[src/rtl/cmp_nic.sv]
// CMP node network interface: one-packet inbound and outbound buffers between the
// processor NIC port and the router port, with polarity-gated outbound send.
module cmp_nic #(
    parameter int DW = 64
) (
    input  logic          clk,
    input  logic          reset,
    input  logic [0:1]    addr_nic,
    input  logic [0:DW-1] din_nic,
    output logic [0:DW-1] dout_nic,
    input  logic          nicEn,
    input  logic          nicWrEn,
    input  logic          net_si,
    output logic          net_ri,
    input  logic [0:DW-1] net_di,
    output logic          net_so,
    input  logic          net_ro,
    output logic [0:DW-1] net_do,
    input  logic          net_polarity
);

    localparam logic [0:1] ADDR_IB     = 2'b00;
    localparam logic [0:1] ADDR_IB_STS = 2'b01;
    localparam logic [0:1] ADDR_OB     = 2'b10;
    localparam logic [0:1] ADDR_OB_STS = 2'b11;

    logic [0:DW-1] ib_q, ib_d;
    logic          ib_full_q, ib_full_d;
    logic [0:DW-1] ob_q, ob_d;
    logic          ob_full_q, ob_full_d;
    logic [0:DW-1] dout_q, dout_d;

    logic rd_en;
    logic wr_en;

    assign rd_en    = nicEn & ~nicWrEn;
    assign wr_en    = nicEn & nicWrEn;

    assign net_ri   = ~ib_full_q;
    assign net_do   = ob_q;
    assign net_so   = ob_full_q & net_ro & (ob_q[0] == net_polarity);
    assign dout_nic = dout_q;

    always_comb begin
        ib_d      = ib_q;
        ib_full_d = ib_full_q;
        ob_d      = ob_q;
        ob_full_d = ob_full_q;
        dout_d    = dout_q;

        // Capture and read-clear are mutually exclusive: capture needs empty, clear needs full.
        if (net_si && !ib_full_q) begin
            ib_d      = net_di;
            ib_full_d = 1'b1;
        end

        if (rd_en) begin
            case (addr_nic)
                ADDR_IB: begin
                    dout_d = ib_q;
                    if (ib_full_q) begin
                        ib_full_d = 1'b0;
                    end
                end
                ADDR_IB_STS: dout_d = {{(DW-1){1'b0}}, ib_full_q};
                ADDR_OB:     dout_d = '0;
                ADDR_OB_STS: dout_d = {{(DW-1){1'b0}}, ob_full_q};
                default:     dout_d = dout_q;
            endcase
        end

        // A write on the send edge sees ob_full=1 and is dropped.
        if (wr_en && (addr_nic == ADDR_OB) && !ob_full_q) begin
            ob_d      = din_nic;
            ob_full_d = 1'b1;
        end

        if (net_so) begin
            ob_full_d = 1'b0;
        end
    end

    always_ff @(posedge clk or posedge reset) begin
        if (reset) begin
            ib_q      <= '0;
            ib_full_q <= 1'b0;
            ob_q      <= '0;
            ob_full_q <= 1'b0;
            dout_q    <= '0;
        end else begin
            ib_q      <= ib_d;
            ib_full_q <= ib_full_d;
            ob_q      <= ob_d;
            ob_full_q <= ob_full_d;
            dout_q    <= dout_d;
        end
    end

endmodule

[config.mk]
export PLATFORM = sky130hd
export DESIGN_NAME = cmp_nic
export DESIGN_NICKNAME = d
export VERILOG_FILES = /design/src/rtl/cmp_nic.sv
export SDC_FILE = /design/constraint.sdc
export NUM_CORES = 1
export LEC_CHECK = 0
export ABC_AREA = 1
export BUFFER_PORTS_ARGS = -buffer_cell sky130_fd_sc_hd__buf_2
export CAP_MARGIN = 20
export CELL_PAD_IN_SITES_DETAIL_PLACEMENT = 1
export CELL_PAD_IN_SITES_GLOBAL_PLACEMENT = 1
export CORE_MARGIN = 3
export CORE_UTILIZATION = 36
export CTS_CLUSTER_DIAMETER = 60
export DETAILED_ROUTE_END_ITERATION = 6
export GPL_TIMING_DRIVEN = 0
export PLACE_DENSITY = 0.82
export SETUP_SLACK_MARGIN = 0.15
export SYNTH_ARGS = -nofsm -noshare
export SYNTH_HDL_FRONTEND = slang
export SYNTH_SLANG_ARGS = --single-unit
[constraint.sdc]
create_clock -name clk -period 8 [get_ports clk]
set_input_delay 1.6 -clock clk [delete_from_list [all_inputs] [get_ports clk]]
set_output_delay 1.6 -clock clk [all_outputs]
set_load 0.005 [all_outputs]
---- After elaboration in Yosys (flattened, before gate mapping) ----
Index checks and enable logic that the tools add are counted.
word-level totals
  register bits ........................... 194
  bits of input ports ..................... 137
  output and inout port bits .............. 130
  logic and storage cells ................. 29
cells by class
  eq/ne operators ......................... 4
  multiplexer cells ....................... 7
  bitwise gates (word level) .............. 6
  reduce and logical (&&, ||, !) cells .... 7
operators with widths
  kind                                                  count
  case mux 64 bit (4 select lines)                      1
  two-way mux 1 bit                                     6
  AND 1 bit                                             4
  equality test 2 bit (second input constant)           2
  logical AND 1 bit                                     3
  equality test 2 x 1 -> 1 bit (second input constant)  1
  logical NOT 1 bit                                     2
  logical NOT 2 bit                                     1
  NOT 1 bit                                             2
  nonzero test 2 bit                                    1
  equality test 1 bit                                   1

---- Longest topological paths before layout ----
Gate-level depths: netlist (run 1).
  depth after elaboration ................. 6
  gate-level depth with buffers ........... 6
  mapped depth without buffers ............ 5

---- Worst setup path after synthesis (run 1) ----
No wires, ideal clock.
  kind .................................... input -> output
  start point ............................. input port net_ro
  end point ............................... output port net_so
  data arrival time ....................... 1.844 ns
  required time ........................... 6.400 ns
  slack ................................... 4.556 ns
  cell stages on the path ................. 4
  cells stage by stage .................... nand2_1 > inv_1 > nand2_1 > nor2_1
between the ends
  word-level cells in the longest chain between the ends .. 2
RTL lines
  item                    line  text
  start, declared         17    input logic net_ro,
  AND 1 bit (2 in a row)  41    assign net_so = ob_full_q & net_ro & (ob_q[0] == net_polarity);
  end, declared           16    output logic net_so,
No other way between the ends.

---- Final worst setup path (run 1) ----
Same ends and word-level chain as after synthesis.

==> impl_metrics.yaml, run 1 <==
cells_and_area:
  stdcell_count: 1344
  multi_input_area_um2: 1987
  syn2layout_area_growth_pct: 30.84
  layout-drive-gt1-share: 0.3197
  diodes: 0
  finish.utilization: 0.4856
  fill_cells: 2446
  most-common-layout-cells: "296 x buf_2, 271 x nand2_1, 194 x dfrtp_1"
  nets: 1203
  seq_area_um2: 4855
  mostFrequentLayoutCell: "buf_2"
power_and_ir_drop:
  power_leakage_uw: 0.005460
  vdd_drop_max_mv: 0.1487
  p_seq_frac: 0.473
  internal_power_uw: 2123
  sw_frac_of_total: 0.3293
  power_frac_comb: 0.265
  power_density_nw_per_um2: 330.5
  finalPower_uw: 3165
  power.switching_uw: 1042
  p_clk_frac: 0.262
clock_tree:
  cts_buffer_depth: 2
  clk_latency_ps: 440
  cts.sinks: 194
  cts_root_buffer: "clkbuf_16"
  htree_levels: 4
  path_clk_slew_ps: 70
  postCtsSetupRepairBufs: 0
  cts_buffers: 17
  cts_tree: "done"
  ctsHoldBuffers: 0
  cts_resized: 0
min_path:
  hold_path_class: "flop to flop"
  hold_depth: 2
  hp-start: "net_do[53]"
  min_to: "net_do[53]"
detailed_routing:
  viasPerCell: 4.638
  wire_per_inst_um: 16.45
  detail-route-antenna-nets: 0
  vias: 6233
  dr.first_iter.drc_count: 259
  firstDrtPassIters: 4
  wirelength_um: 22120
  drc: 0
place:
  place_congestion: 0.7690
  placement.io_buffers: 266
  dp.cells: 1312
  hpwl_um: 16530
global_routing:
  busiest_layer: "met2"
  grt-ovfl-total: 0
  grt_max_degree: 103
  grt_usage: 0.2048
  grt_pass1_wl_um: 35330
  grt_antenna_before_repair: 6
  use_met1: 0.2332
  grt_pass1_vias: 6689
  grt_use_met2: 0.3501
  grt_use_met3: 0.09171
critical_path:
  r2r-start: "ib_full_q"
  r2r-end: "ib_q[37]"
  cp-end-kind: "output pin"
  cp_max_fo: 2
  worst-r2r-cell-count: 5
  setup.worst_path.start_class: "primary input"
  crit_start: "net_ro"
  critical_path_class: "primary input to output pin"
  required_ps: 6400
  reg2reg_setup_slack_ps: 6460
  arrival_ps: 2090
timing:
  final_max_slew_viol_count: 0
  fin_crit_ps: 3692
  fmax_ghz: 0.2709
  tightestPinTransition_ps: 692.1
  timing.hold.ws_ps: 470.1
  rsz0062_at_grt: "no"
  skew_ps: 7.504
  hold_violations: 0
  period_share: 0.4615
  finalSetupViolations: 0
  relSlewSlack: 0.5386
  final.setup.tns_ps: 0
floorplanning:
  die_h_um: 148.6
  core_area_um2: 19720
  ios: 267
  initial_core_util: 0.3712
  num_rows: 51
  die_area_um2: 22080
  die_x_um: 148.6
synth:
  synth.yosys.seq_area_share: 0.6634
  synth_area_per_cell_um2: 9.382
  ys.warnings.count: 0
  netlist_instances: 780
  synth.distinct_cells: 16
  synthesis.nets: 917
  syn_area_um2: 7318
  ys_ff_latch: 194
status:
  status: "finished clean"
flow_run:
  maxCapViolCount: 0
[stage by stage]
step	setup slack [ps]	area (um2)
after floorplan	1116	7318
after global placement	-1207	8981
after detailed placement	4306	9016
after CTS	4301	9575
after global routing	4250	9575
final	4308	9575
[how the worst max path moves through the flow]
| stage | slack (ps) | to | cells past startpoint |
|---|---|---|---|
| 2_1_floorplan | 1120 | dout_nic[0] | 1 |
| 3_3_place_gp | -1210 | ib_q[10] | 2 |
| 3_5_place_dp | 4310 | net_so | 6 |
| 4_1_cts | 4300 | net_so | 6 |
| 5_1_grt | 4250 | net_so | 5 |
| 6_report | 4310 | net_so | 6 |
[final cells by class]
type,count,share of cell area
inverter,72,0.02901
clock buffer,19,0.04521
timing repair buffer,267,0.1419
multi-input combinational,476,0.2075
tap,265,0.03463
clock inverter,13,0.01320
sequential,194,0.5070
buffer,38,0.02156
[routing by layer]
layer  vias to the layer above  share of wire
li1                       2974              -
met1                      2998           0.39
met2                       211           0.49
met3                        38          0.099
met4                        12          0.015
met5                         -         0.0039
[flip-flops by register name, summed over array words and instances (netlist names)]
| name | flops |
|---|---|
| ib_q | 64 |
| net_do | 64 |
| ib_full_q | 1 |
| ob_full_q | 1 |
| dout_nic | 64 |
[power by group through the flow]
stage                     sequential (uW)  combinational (uW)  clock, uW
after global placement               1500                 814          0
final                                1500                 839        830
after floorplan                      1510                 422          0
after global routing                 1540                 969        899
after detailed placement             1520                 860          0
after CTS                            1500                 864        855
[kinds of logic (layout without fill, tap and decap cells)]
logic type,count (synthesis),after routing,synth area share
buffers and inverters,110,409,0.06514
AND/OR/NAND/NOR,350,350,0.1853
flip-flops,194,194,0.6634
AO/OA/AOI/OAI,126,126,0.08617
[critical path, stage by stage]
cell and delay [ps]:
buf_2 80, nand2_1 40, inv_1 50, nand2_1 40
nor2_1 130, buf_2 150
[synth_stat cells]
cell type / n / share of area
nor2_8: 1 / 0.0027
nand2_2: 1 / 0.00086
nor2_2: 2 / 0.0017
clkbuf_1: 1 / 0.00051
buf_2: 30 / 0.021
o21ai_1: 59 / 0.040
o21ai_0: 3 / 0.0021
inv_1: 68 / 0.035
a21oi_1: 64 / 0.044
nand2_1: 271 / 0.14
buf_4: 7 / 0.0072
nand3_1: 5 / 0.0034
dfrtp_1: 194 / 0.66
inv_2: 4 / 0.0021
nor2_1: 68 / 0.035
nand3_2: 2 / 0.0027
(Power assumes the default switching activity.)
==> inputs of run 2 (changes only) <==
==> constraint.sdc (replaced) <==
create_clock -name clk -period 3.5 [get_ports clk]
set_input_delay 0.7 -clock clk [delete_from_list [all_inputs] [get_ports clk]]
set_output_delay 0.7 -clock clk [all_outputs]
set_load 0.005 [all_outputs]
==> impl_metrics.yaml, run 2 (same netlist as run 1, synthesis figures left out) <==
cells_and_area:
  diodes: 0
  stdcell_count: 1348
  nets: 1207
  most-common-layout-cells: "296 x buf_2, 271 x nand2_1, 194 x dfrtp_1"
  layout-drive-gt1-share: 0.3232
  mostFrequentLayoutCell: "buf_2"
  syn2layout_area_growth_pct: 32.06
floorplanning:
  num_rows: 51
  die_x_um: 148.6
  die_h_um: 148.6
  ios: 267
  initial_core_util: 0.3712
  core_area_um2: 19720
  die_area_um2: 22080
timing:
  tightestPinTransition_ps: 635.5
  fin_crit_ps: 2065
  hold_violations: 0
  final.setup.tns_ps: 0
  fmax_ghz: 0.4844
  period_share: 0.5899
  skew_ps: 11.68
  relSlewSlack: 0.5755
  final_max_slew_viol_count: 0
  rsz0062_at_grt: "no"
  finalSetupViolations: 0
clock_tree:
  cts.sinks: 194
  postCtsSetupRepairBufs: 0
  cts_root_buffer: "clkbuf_16"
  clk_latency_ps: 420
  cts_tree: "done"
  cts_resized: 0
  cts_buffer_depth: 2
  htree_levels: 4
  ctsHoldBuffers: 0
  cts_buffers: 17
  path_clk_slew_ps: 70
global_routing:
  grt_pass1_wl_um: 35190
  grt_antenna_before_repair: 3
  grt-ovfl-total: 0
  grt_max_degree: 42
  grt_usage: 0.2011
  grt_pass1_vias: 6704
place:
  placement.io_buffers: 266
  place_congestion: 0.7577
  hpwl_um: 17060
  dp.cells: 1316
status:
  status: "finished clean"
detailed_routing:
  detail-route-antenna-nets: 0
  firstDrtPassIters: 4
  viasPerCell: 4.602
  drc: 0
  wirelength_um: 22030
  dr.first_iter.drc_count: 215
  vias: 6204
  wire_per_inst_um: 16.34
min_path:
  hold_path_class: "primary input to async pin"
power_and_ir_drop:
  power_density_nw_per_um2: 752.7
  vdd_drop_max_mv: 0.3197
  power_leakage_uw: 0.005501
critical_path:
  critical_path_class: "flop to output pin"
  r2r-end: "ib_q[52]"
  arrival_ps: 1360
  cp-end-kind: "output pin"
  reg2reg_setup_slack_ps: 2000
  required_ps: 2800
  r2r-start: "ib_full_q"
  setup.worst_path.start_class: "flop"
  worst-r2r-cell-count: 5
  cp_max_fo: 3
flow_run:
  maxCapViolCount: 0
-- run 2: worst max-delay path: stages, from the launching register on --
cell     delay, ps
dfrtp_1        380
nand2_1         60
inv_1           70
nand2_1         50
nor2_1         210
buf_2          170
-- run 2: per-layer routing --
layer	wire length (um)	vias to the layer above	global-route usage	part of all wire
li1	-	2978	-	-
met1	8859	2992	0.2373	0.40
met2	11150	205	0.3583	0.51
met3	1745	23	0.06917	0.079
met4	233	6	0.03880	0.011
met5	41	-	0	0.0019
-- run 2: worst max path at each step --
stage               from     endpoint  slack, ps  depth (start not counted)
3_5_place_dp      net_ro       net_so       1400                          6
6_report       ob_full_q       net_so       1440                          5
2_1_floorplan      reset  dout_nic[0]        300                          1
4_1_cts        ob_full_q       net_so       1340                          5
5_1_grt        ob_full_q       net_so       1300                          5
3_3_place_gp       reset     ib_q[11]       -970                          2
-- run 2: cell type report --
cell class / count / area, um2
plain buffers: 38 / 206.4
clock buffers: 20 / 456.7
clock inverters: 12 / 122.6
fillers: 2425 / 10050
inverters: 72 / 274.0
multi-input cells: 476 / 1987
flip-flops and latches: 194 / 4855
well taps: 265 / 331.6
repair buffers: 271 / 1431
-- run 2: where the power goes --
| part | internal, uW | switching, uW | total, uW |
|---|---|---|---|
| clock | 1040 | 884 | 1920 |
| sequential | 3060 | 363 | 3430 |
| combinational | 801 | 1120 | 1930 |
| total | 4900 | 2370 | 7270 |
-- run 2: metrics by stage --
step                hold slack [ps]  utilization  total power [uW]  setup slack [ps]  cell area, um2
finish                        353.5       0.4901              7274              1435            9664
CTS                           357.2       0.4901              7396              1342            9664
global route                  378.8       0.4901              7837              1302            9664
global placement              448.4       0.4557              5282            -973.2            8985
floorplan                     442.7            -              4426             295.6            7322
detailed placement            453.0       0.4608              5444              1404            9085
